**src/rtl/clk_div_ctrl_pkg.sv**
```systemverilog
// clk_div_ctrl_pkg: shared FSM state encoding, default input clock and reset half-period helper.
package clk_div_ctrl_pkg;

    localparam int CLK_FREQ_DEF = 50_000_000;

    typedef enum logic [1:0] {
        IDLE     = 2'd0,
        RUN      = 2'd1,
        STOPPING = 2'd2,
        DONE     = 2'd3
    } state_t;

    function automatic int def_half(int clk_freq, int def_freq);
        return clk_freq / (2 * def_freq);
    endfunction

endpackage

```
**src/rtl/clk_div_core.sv**
```systemverilog
// clk_div_core: enable-gated half-period counter with output toggle flop; rise/fall flag the toggle about to happen.
module clk_div_core #(
    parameter int DIV_W = 32
) (
    input  logic             clk,
    input  logic             rst,
    input  logic             en,
    input  logic             clr,
    input  logic [DIV_W-1:0] half,
    output logic             clk_div,
    output logic             rise,
    output logic             fall
);
    logic [DIV_W-1:0] count;
    logic             wrap;

    assign wrap = en && !clr && (count == half - DIV_W'(1));
    assign rise = wrap && !clk_div;
    assign fall = wrap && clk_div;

    always_ff @(posedge clk or posedge rst) begin
        if (rst) begin
            count   <= '0;
            clk_div <= 1'b0;
        end else if (clr) begin
            count   <= '0;
            clk_div <= 1'b0;
        end else if (en) begin
            count   <= wrap ? '0 : count + DIV_W'(1);
            clk_div <= clk_div ^ wrap;
        end
    end

endmodule

```
**src/rtl/clk_div_ctrl.sv**
```systemverilog
// clk_div_ctrl: programmable clock divider with shadowed config, burst/continuous runs and clean stop.
// Define DIV_STATUS_EN to expose cur_half and period_cnt status ports.
module clk_div_ctrl
    import clk_div_ctrl_pkg::*;
#(
    parameter int CLK_FREQ = CLK_FREQ_DEF,
    parameter int DIV_W    = 32,
    parameter int DEF_FREQ = 1_000
) (
    input  logic             clk,
    input  logic             rst,
    input  logic             cfg_valid,
    output logic             cfg_ready,
    input  logic [DIV_W-1:0] cfg_half,
    input  logic [15:0]      cfg_burst,
    output logic             cfg_err,
    input  logic             start,
    input  logic             stop,
    output logic             clk_div,
    output logic             tick,
    output logic             busy,
    output logic             done
`ifdef DIV_STATUS_EN
    ,
    output logic [DIV_W-1:0] cur_half,
    output logic [15:0]      period_cnt
`endif
);
    localparam logic [DIV_W-1:0] DEF_HALF = DIV_W'(def_half(CLK_FREQ, DEF_FREQ));

    state_t           state, nxt;
    logic [DIV_W-1:0] active_half, shadow_half;
    logic [15:0]      active_burst, shadow_burst, periods;
    logic             pending, accept, good, en, clr, rise, fall, last;

    assign accept = cfg_valid && cfg_ready;
    assign good   = accept && (cfg_half != '0);
    assign en     = (state == RUN) || (state == STOPPING);
    // Parking a low output in STOPPING stops the counter before it can start a runt high pulse.
    assign clr    = (state == IDLE) || (state == DONE) || (state == STOPPING && !clk_div);
    assign last   = fall && (active_burst != '0) && (periods + 16'd1 == active_burst);

    clk_div_core #(.DIV_W(DIV_W)) u_core (
        .clk     (clk),
        .rst     (rst),
        .en      (en),
        .clr     (clr),
        .half    (active_half),
        .clk_div (clk_div),
        .rise    (rise),
        .fall    (fall)
    );

    always_ff @(posedge clk or posedge rst) begin
        if (rst) state <= IDLE;
        else     state <= nxt;
    end

    always_comb begin
        nxt = state == IDLE     ? (start ? RUN : IDLE) :
              state == RUN      ? (last ? DONE : stop ? STOPPING : RUN) :
              state == STOPPING ? ((!clk_div || fall) ? IDLE : STOPPING) :
                                  IDLE;
    end

    always_comb begin
        busy      = state != IDLE;
        done      = state == DONE;
        cfg_ready = state == IDLE ? 1'b1 : state == DONE ? 1'b0 : !pending;
    end

    always_ff @(posedge clk or posedge rst) begin
        if (rst) begin
            active_half  <= DEF_HALF;
            active_burst <= '0;
            shadow_half  <= DEF_HALF;
            shadow_burst <= '0;
            pending      <= 1'b0;
            periods      <= '0;
            tick         <= 1'b0;
            cfg_err      <= 1'b0;
        end else begin
            cfg_err <= accept && (cfg_half == '0);
            tick    <= rise;
            if (good && state == IDLE) begin
                active_half  <= cfg_half;
                active_burst <= cfg_burst;
            end else if (good) begin
                shadow_half  <= cfg_half;
                shadow_burst <= cfg_burst;
                pending      <= 1'b1;
            end
            if (state == IDLE && start) begin
                periods <= '0;
            end else if (fall && pending) begin
                active_half  <= shadow_half;
                active_burst <= shadow_burst;
                pending      <= 1'b0;
                periods      <= '0;
            end else if (fall) begin
                periods <= periods + 16'd1;
            end
        end
    end

`ifdef DIV_STATUS_EN
    assign cur_half   = active_half;
    assign period_cnt = periods;
`endif

endmodule

```
**config.mk**
```make
export PLATFORM = sky130hd
export DESIGN_NAME = clk_div_ctrl
export DESIGN_NICKNAME = d
export VERILOG_FILES = /design/src/rtl/clk_div_ctrl_pkg.sv /design/src/rtl/clk_div_core.sv /design/src/rtl/clk_div_ctrl.sv
export SDC_FILE = /design/constraint.sdc
export NUM_CORES = 1
export LEC_CHECK = 0
export CORE_ASPECT_RATIO = 1.2
export CORE_MARGIN = 1.5
export CORE_UTILIZATION = 60
export DETAILED_ROUTE_END_ITERATION = 6
export PLACE_DENSITY = 0.81
export SLEW_MARGIN = 20
export SYNTH_ARGS = -nofsm -noshare
export SYNTH_HDL_FRONTEND = slang
export SYNTH_SLANG_ARGS = --single-unit
```
**constraint.sdc**
```tcl
create_clock -name clk -period 9.5 [get_ports clk]
set_input_delay 1.425 -clock clk [delete_from_list [all_inputs] [get_ports clk]]
set_output_delay 1.425 -clock clk [all_outputs]
set_load 0.1 [all_outputs]
```
# [Word-level counts from Yosys, hierarchy flattened]
# Index checks and enable logic that the tools add are counted.
[classes] add_sub_neg=3 mul=0 div=0 order_cmp=0 eq_ne=5 shift=0 n_mux=27 n_bitwise=2 reduce_logical=28
[ops] op="2-to-1 mux 32 bit" n=6
[ops] op="2-to-1 mux 16 bit" n=6
[ops] op="adder 32 x 1 -> 32 bit, second input constant" n=1
[ops] op="equality test 32 bit" n=1
[ops] op="zero test 32 bit" n=1
[ops] op="nonzero test 32 bit" n=1
[ops] op="subtractor 32 x 1 -> 32 bit, second input constant" n=1
[ops] op="adder 16 x 1 -> 16 bit, second input constant" n=1
[ops] op="equality test 16 bit" n=1
[ops] op="nonzero test 16 bit" n=1
[ops] op="logical AND 1 bit" n=13
[ops] op="2-to-1 mux 2 bit" n=6
[ops] op="2-to-1 mux 1 bit" n=9
[ops] op="equality test 2 bit, second input constant" n=2
[ops] op="logical OR 1 bit" n=4
[ops] op="nonzero test 2 bit" n=2
[ops] op="zero test 1 bit" n=3
[ops] op="nonzero test 3 bit" n=1
[ops] op="equality test 2 x 1 -> 1 bit, second input constant" n=1
[ops] op="zero test 2 bit" n=1
[ops] op="AND reduction 2 bit" n=1
[ops] op="inverter 1 bit" n=1
[ops] op="XOR 1 bit" n=1
[totals] regBits=150 latch_bits=0 mem_bits_rw=0 romBits=0 out_inout_bits=6 mem_count=0

# [Longest topological paths before layout]
# Gate-level depths: netlist (run 1).
[logic_depth] word_depth=12 ltp_mapped=17

# [By module]
# A second synthesis (run 1) with hierarchy kept.
[unflattened] hier_cells=917 area_unflattened_um2=8784.7
[by_module_without_submodules] module="clk_div_ctrl" instances=1 cells_per_inst=511 area_each_um2=5606.6 seq_area_each_um2=2942.8
[by_module_without_submodules] module="clk_div_core" instances=1 cells_per_inst=406 area_each_um2=3178.0 seq_area_each_um2=825.8

# [Worst setup path before layout (run 1)]
# OpenSTA, ideal clock, no wires.
[synth_path] kind="register to register" start="register state[0]" end="register active_half[30]" setup_ps=136 arrival_time_ps=4811 required_time_ps=9364 slack_ps=4552 path_stages_with_launch=10 path_buffers=3 period_less_slack_ps=4948 path_cell_list="dfrtp_1 ha_1 o21ai_0 o211ai_1 or2_2 clkbuf_1 clkbuf_1 buf_2 mux2i_1 o21ai_0"
[synth_lines] element="start: declaration" line_no="clk_div_ctrl.sv:31" text="state_t state, nxt;"
[synth_lines] element="start signal: assignment" line_no="clk_div_ctrl.sv:56" text="else state <= nxt;"
[synth_lines] element="equality test 2 bit *"
[synth_lines] element="named net done" line_no="clk_div_ctrl.sv:22" text="output logic done"
[synth_lines] element="2-to-1 mux 1 bit * (2 in series)" line_no="clk_div_ctrl.sv:69" text="cfg_ready = state == IDLE ? 1'b1 : state == DONE ? 1'b0 : !pending;"
[synth_lines] element="named net cfg_ready" line_no="clk_div_ctrl.sv:13" text="output logic cfg_ready,"
[synth_lines] element="logical AND 1 bit *" line_no="clk_div_ctrl.sv:36" text="assign accept = cfg_valid && cfg_ready;"
[synth_lines] element="logical AND 1 bit *" line_no="clk_div_ctrl.sv:37" text="assign good = accept && (cfg_half != '0);"
[synth_lines] element="logical AND 1 bit *" line_no="clk_div_ctrl.sv:85" text="if (good && state == IDLE) begin"
[synth_lines] element="2-to-1 mux 32 bit *" line_no="clk_div_ctrl.sv:85"
[synth_lines] element="2-to-1 mux 32 bit" line_no="clk_div_ctrl.sv:95" text="end else if (fall && pending) begin"
[synth_lines] element="2-to-1 mux 32 bit *" line_no="clk_div_ctrl.sv:93" text="if (state == IDLE && start) begin"
[synth_lines] element="end signal: assignment" line_no="clk_div_ctrl.sv:86" text="active_half <= cfg_half;"
[synth_lines] element="end signal: assignment" line_no="clk_div_ctrl.sv:96" text="active_half <= shadow_half;"
[synth_lines] element="end: declaration" line_no="clk_div_ctrl.sv:32" text="logic [DIV_W-1:0] active_half, shadow_half;"
# Mark *: on every way through the listed nets, which the timed path passes. The rest lies on a longest branch.
# A chain may end at the register's enable or synchronous reset.

# [Worst setup path in the final report (run 1)]
[layout_path] start="register state[0]" end="register active_half[1]"
[layout_between] elab_chain_cells=10
[layout_lines] element="parallel branches: the longest is 9 deep, another holds 2-to-1 mux 32 bit"
[layout_lines] element="2-to-1 mux 32 bit *" line_no="clk_div_ctrl.sv:93"
# Every way passes the cells marked *.

==> out/metrics.cfg, run 1 <==
[status]
status = finished, final reports clean

[setup_path]
critical-path-top-delay-family = simple AND/OR/NAND/NOR gates
r2r-end = active_half[1]$_DFF_PP0_
reg2reg_slack_ns = 4.37
slowest_delay_ns = 0.64
path_depth = 14
worst-path-max-fanout = 53
setup.worst_path.class = reg -> reg
slowest_stage = nor2_4
start_kind = register
cp_num_buf_inv = 4
crit_path_cell_trace = inv_1 > ha_1 > o21ai_2 > buf_4 > or4_1 > nor4_1 > o2111ai_1 > nor4_4 > buf_4 > ha_1 > nand2_1 > nor2_4 > buf_4 > o21ai_0
reg2reg_depth = 14
cp-end-kind = register
required_ns = 9.79
crit_top_cell = buf_4
cp.arrival_ns = 5.42
r2r-start = state[0]$_DFF_PP0_

[placement]
portBuffers = 58
dpl.hpwl_mm = 14.03
place_ws_ns = 4.416
dp.cells = 1028
gp_congestion = 0.9150

[cts]
htreeDepth = 4
post_cts_buffers = 0
insertion_delay_ns = 0.44
holdBufCountCts = 0
clockRootBuffer = clkbuf_16
tritoncts = built
cts_buffers = 17
clockBufferDepth = 2
clkSinkCount = 150
path_clk_slew_ns = 0.06
cts_resized = 0

[logic_synthesis]
synth_enable_flop_cells = 0
synth_top_area_share_pct = 40.55
synth_area_leaders = dfrtp_1, mux2_2, mux2i_1
yosysSeqAreaShare_pct = 44.26
ys_types = 71
yosysWarnings = 0
syn_area_per_cell_um2 = 10.21
yosys.area.top_type = dfrtp_1
yosysMostFrequentCell = dfrtp_1
syn-num-nets = 897
syn_inst = 834
synthTopCellsByCount = dfrtp_1, nand2_1, o21ai_0
ys_async_sr_fraction_pct = 100.0
syn-cell-area_um2 = 8516
ys_seq_elements = 150
synthFlopType = dfrtp_1

[min_path]
holdPathEnd = active_half[6]$_DFF_PP0_
worstHoldStart = shadow_half[6]$_DFFE_PP0P_
worstHoldPathCells = 2
hold_path.class = reg -> reg

[floorplanning]
dieWidth_um = 111.8
pin_count = 59
rows = 47
initial_core_util_pct = 61.62
die_area_um2 = 14920
dieHeight_um = 133.5
fp.coreArea_um2 = 13820

[grt]
grt_pass1_wl_mm = 33.55
grt_pass1_vias = 6576
grt-ovfl-total = 0
grt_max_degree = 83
grt_usage_pct = 28.48
grt_antenna_before_repair = 0

[timing]
fin_skew_ns = 0.007358
worst_slew_pin_slew_ns = 1.067
layout_setup_ws_ns = 4.370
hold_violations = 0
fin_setup_tns_ns = 0
max_freq_ghz = 0.1949
post-route-min-period_ns = 5.130
slew_viol_final = 0
rsz0062_at_grt = false
relSlewSlack_pct = 28.30
period_share_pct = 54.00
setup_viol = 0

[final_layout]
area_growth_pct = 14.37
fill_cells = 1011
seq_area_um2 = 3769
drive_gt1_share_pct = 17.12
finalNetCount = 939
instances_no_fill = 1059
multiInputGateArea_um2 = 4488
diodes = 0
utilization_pct = 70.48

[route]
route.vias.total = 6544
routedWlPerCell_um = 19.10
routed_wl_mm = 20.23
via_per_inst = 6.179
drt_iter0_drc = 427
first_pass_iters = 4
final_antenna_net_count = 0
drc = 0

[power]
power_leakage_nw = 3.997
total_power_w = 0.002463
p_per_area_nw_per_um2 = 252.9
ir_drop_mv = 0.1418

[flow_run]
maxCapViolCount = 0

==> metal layers <==
metal | GRT usage, % | share of wire (%)
met1 | 35.21 | 41
met2 | 48.37 | 51
met5 | 0 | 0
met4 | 14.91 | 3.7
met3 | 4.322 | 4.2
==> cell usage in the layout, fill, tap and decap left out, types with 5 or more instances in the layout <==
cell type        synthesis  final
inv_1                   13     12
nor2_2                   5      5
nand3_1                 28     28
dfstp_2                 12     12
mux2_2                  49     49
mux2i_1                 51     51
nor3_1                  21     21
nor2_1                  38     37
nand2_1                 88     88
nor3_2                  23     23
nor4_1                  26     26
and4_1                   6      6
clkdlybuf4s50_1          0     58
a21oi_1                 12     11
o21ai_0                 82     81
inv_6                    0      5
and3_1                   5      5
clkinv_4                 0      6
xnor2_1                 50     50
nand4_1                 17     17
xor2_1                  39     39
o211ai_1                 5      5
buf_4                    2      6
dfrtp_1                138    138
nand4b_1                 5      5
or4_1                    5      5
clkbuf_16                0     17
ha_1                    10     10
==> logic make-up after synthesis <==
logic type	Yosys count	share of synthesized area, %
AND/OR/NAND/NOR	303	20.56
flip-flops	150	44.26
AO/OA/AOI/OAI	125	8.566
multiplexers	100	12.47
XOR/XNOR	90	9.433
buffers and inverters	56	3.247
adder cells (fa/ha/maj)	10	1.469
==> report_power, final <==
group          leakage (nW)  total (W)  switching [W]  internal (W)
logic                  1.86   0.000683       0.000338      0.000344
registers              1.86    0.00112       0.000252      0.000873
clock network         0.282   0.000656       0.000278      0.000378
total                  4.00    0.00246       0.000869       0.00159
==> area by class of cell <==
type                    count  area share, %
clock buffers              20          4.689
clock inverters            11          1.208
inverters                  14         0.5910
multi-input cells         628          46.08
flip-flops and latches    150          38.69
well taps                 171          2.197
repair buffers             65          6.539
==> through the flow <==
| step | area (µm²) | hold WS [ns] |
|---|---|---|
| after CTS | 9732 | 0.4796 |
| after global routing | 9739 | 0.5041 |
| after detailed placement | 9158 | 0.4619 |
| after floorplan | 8516 | 0.4444 |
| final | 9739 | 0.4770 |
| after global placement | 9158 | 0.4499 |
==> worst reg2reg max path: stages (launching register included) <==
cell and delay [ns]:
dfrtp_1 0.38, inv_1 0.07, ha_1 0.38, o21ai_2 0.07, buf_4 0.27, or4_1 0.57, nor4_1 0.32, o2111ai_1 0.26
nor4_4 0.25, buf_4 0.52, ha_1 0.36, nand2_1 0.13, nor2_4 0.64, buf_4 0.54, o21ai_0 0.21
==> flip-flops by register name, indices dropped and copies added (netlist names) <==
name	count
pending	1
active_burst	16
cfg_err	1
shadow_half	32
tick	1
u_core.clk_div	1
u_core.count	32
state	2
shadow_burst	16
active_half	32
periods	16
==> worst max-delay path by stage <==
stage	from	end
6_report	state[0]$_DFF_PP0_	active_half[1]$_DFF_PP0_
5_1_grt	active_half[0]$_DFF_PP0_	active_burst[13]$_DFF_PP0_
4_1_cts	state[0]$_DFF_PP0_	active_half[1]$_DFF_PP0_
3_5_place_dp	state[0]$_DFF_PP0_	active_half[1]$_DFF_PP0_
3_3_place_gp	state[0]$_DFF_PP0_	active_half[15]$_DFF_PP0_
2_1_floorplan	rst	active_burst[0]$_DFF_PP0_
Note: power is estimated with default switching activity, not from simulation.
==> run 2: changes to the inputs <==
==> constraint.sdc (replaced) <==
create_clock -name clk -period 5.3 [get_ports clk]
set_input_delay 0.795 -clock clk [delete_from_list [all_inputs] [get_ports clk]]
set_output_delay 0.795 -clock clk [all_outputs]
set_load 0.1 [all_outputs]
==> run 2 against run 1 <==
  * Clock skew increased by 0.00057 ns
  * Highest routed layer unchanged
  * Non-clock buffer count increased by 2
  * First-iteration DRC count increased by 26%
  * Critical endpoint is now periods[4]$_DFFE_PP0P_
  * Largest cell class unchanged
  * Largest power group unchanged
  * Setup slack got worse by 3.2 ns
  * Sequential share of layout area decreased by 0.17 points
==> out/metrics.cfg, run 2 (synthesized netlist as in run 1, its figures left out) <==
[status]
status = finished, final reports clean

[final_layout]
reg_top3 = active_half (32), shadow_half (32), u_core.count (32)
mostFrequentLayoutCell = dfrtp_1
drive_gt1_share_pct = 17.19  ; +0.074 points
fill_cells = 975  ; -3.6%
final_cell_mix = dfrtp_1, nand2_1, o21ai_0
area_growth_pct = 14.87
utilization_pct = 70.78  ; +0.31 points
diodes = 0  ; unchanged
finalNetCount = 941  ; +0.21%

[setup_path]
reg2reg_slack_ns = 1.20  ; -3.17 ns
worst-path-max-fanout = 29  ; -45%
critical-path-top-delay-family = simple AND/OR/NAND/NOR gates
cp-end-kind = register
r2r-end = periods[4]$_DFFE_PP0P_
slowest_stage = or4_1
path_depth = 12  ; -2
crit_start = state[0]$_DFF_PP0_
crit_top_cell = ha_1
cp_num_buf_inv = 2  ; -2
slowest_delay_ns = 0.60  ; -0.04 ns
reg2reg_depth = 12  ; -2
required_ns = 5.64  ; -4.15 ns
crit_path_end = periods[4]$_DFFE_PP0P_
start_kind = register
r2r-start = state[0]$_DFF_PP0_
cp.arrival_ns = 4.43  ; -0.99 ns
crit_path_cell_trace = inv_1 > ha_1 > o21ai_2 > buf_4 > or4_1 > nor4_1 > o2111ai_1 > nor4_4 > ha_1 > nand3_1 > or3_1 > o21ai_0
setup.worst_path.class = reg -> reg

[timing]
post-route-min-period_ns = 4.098  ; -1.032 ns
setup_viol = 0  ; unchanged
period_share_pct = 77.32  ; +23 points
relSlewSlack_pct = 35.04  ; +6.7 points
slew_viol_final = 0  ; unchanged
rsz0062_at_grt = false
worst_slew_pin_slew_ns = 0.9714  ; -0.09586 ns
layout_setup_ws_ns = 1.202  ; -3.168 ns
fin_setup_tns_ns = 0  ; unchanged
max_freq_ghz = 0.2440  ; +25%
hold_ws_ns = 0.4717  ; -0.005233 ns
fin_skew_ns = 0.007923  ; +0.0005659 ns
hold_violations = 0  ; unchanged

[grt]
grt_pass1_vias = 6766  ; +2.9%
grt-ovfl-total = 0  ; unchanged
grt_antenna_before_repair = 0  ; unchanged
grt_pass1_wl_mm = 33.93  ; +1.1%
grt_usage_pct = 28.34  ; -0.15 points
grt_max_degree = 116  ; +40%

[cts]
insertion_delay_ns = 0.42  ; -0.02 ns
clockRootBuffer = clkbuf_16
tritoncts = built
cts_resized = 0  ; unchanged
clkSinkCount = 150  ; unchanged
holdBufCountCts = 0  ; unchanged
post_cts_buffers = 0  ; unchanged
htreeDepth = 4  ; unchanged
path_clk_slew_ns = 0.06  ; about the same
cts_buffers = 17  ; unchanged
clockBufferDepth = 2  ; unchanged

[route]
routed_wl_mm = 20.14  ; -0.45%
via_per_inst = 6.269  ; +1.4%
drt_iter0_drc = 538  ; +26%
final_antenna_net_count = 0  ; unchanged
first_pass_iters = 7  ; +3
routedWlPerCell_um = 18.98  ; -0.64%
route.vias.total = 6651  ; +1.6%
drc = 0  ; unchanged

[power]
combPwrFrac_pct = 27.7  ; about the same
pwr-share-clk_pct = 27.4  ; +0.8 points
p_sw_share_pct = 34.35  ; -0.92 points
p_per_area_nw_per_um2 = 457.5  ; +81%
p_int_w = 0.002938  ; +84%
power.switching_w = 0.001537  ; +77%
ir_drop_mv = 0.3265  ; +130%
power_leakage_nw = 4.001  ; about the same
pwr-share-seq_pct = 44.9  ; -0.8 points

[placement]
portBuffers = 58  ; unchanged
dpl.hpwl_mm = 14.16  ; +0.94%
gp_congestion = 0.9594  ; +4.9%
place_ws_ns = 1.301  ; -3.115 ns

[floorplanning]
pin_count = 59  ; unchanged
dieWidth_um = 111.8  ; unchanged
rows = 47  ; unchanged
fp.coreArea_um2 = 13820  ; unchanged
initial_core_util_pct = 61.62  ; unchanged
die_area_um2 = 14920  ; unchanged
dieHeight_um = 133.5  ; unchanged

[flow_run]
maxCapViolCount = 0  ; unchanged

[min_path]
worstHoldStart = shadow_half[2]$_DFFE_PP0P_
hold_path.class = reg -> reg

==> run 2: per-layer routing <==
metal / share of wire [%] / vias up / global-route usage, %
li1: - / 3081 / -
met1: 41 / 3309 / 35.74
met2: 51 / 210 / 48.10
met3: 5.4 / 51 / 5.414
met4: 2.9 / 0 / 11.46
met5: 0 / - / 0
==> run 2: layout make-up <==
class | instances | area [µm²] | share of cell area, %
Sequential cell | 150 | 3769 | 38.53
Inverter | 14 | 60.06 | 0.6140
Tap cell | 171 | 214.0 | 2.187
Multi-Input combinational cell | 628 | 4494 | 45.95
Clock buffer | 21 | 450.4 | 4.605
Timing Repair Buffer | 67 | 648.1 | 6.626
Clock inverter | 10 | 146.4 | 1.497
==> run 2: power groups by stage <==
stage	clock, W	sequential [W]	combinational [W]
6_report	0.00123	0.00201	0.00124
5_1_grt	0.00129	0.00207	0.00136
4_1_cts	0.00124	0.00200	0.00123
3_5_place_dp	0	0.00202	0.00122
3_3_place_gp	0	0.00198	0.00116
2_1_floorplan	0	0.00184	0.00103
==> run 2: worst min path at each step <==
stage	cells after the start	slack (ns)	endpoint
after floorplan	2	0.44	active_burst[0]$_DFF_PP0_
after global placement	2	0.45	active_half[30]$_DFF_PP0_
after detailed placement	2	0.46	active_half[15]$_DFF_PP0_
after CTS	2	0.47	active_half[2]$_DFF_PP0_
after global routing	2	0.49	active_half[5]$_DFF_PP1_
final	2	0.47	active_half[2]$_DFF_PP0_
==> run 2: through the flow <==
| stage | std cells | power (W) | area [µm²] |
|---|---|---|---|
| floorplan | 834 | 0.002872 | 8516 |
| global placement | 1030 | 0.003138 | 9173 |
| detailed placement | 1030 | 0.003238 | 9178 |
| CTS | 1061 | 0.004479 | 9774 |
| global route | 1061 | 0.004713 | 9782 |
| finish | 1061 | 0.004475 | 9782 |
==> run 2: worst min-delay path, cell delays in order (launching register included) <==
cell     delay, ns
dfrtp_1       0.34
nand2_1       0.05
o21ai_0       0.06
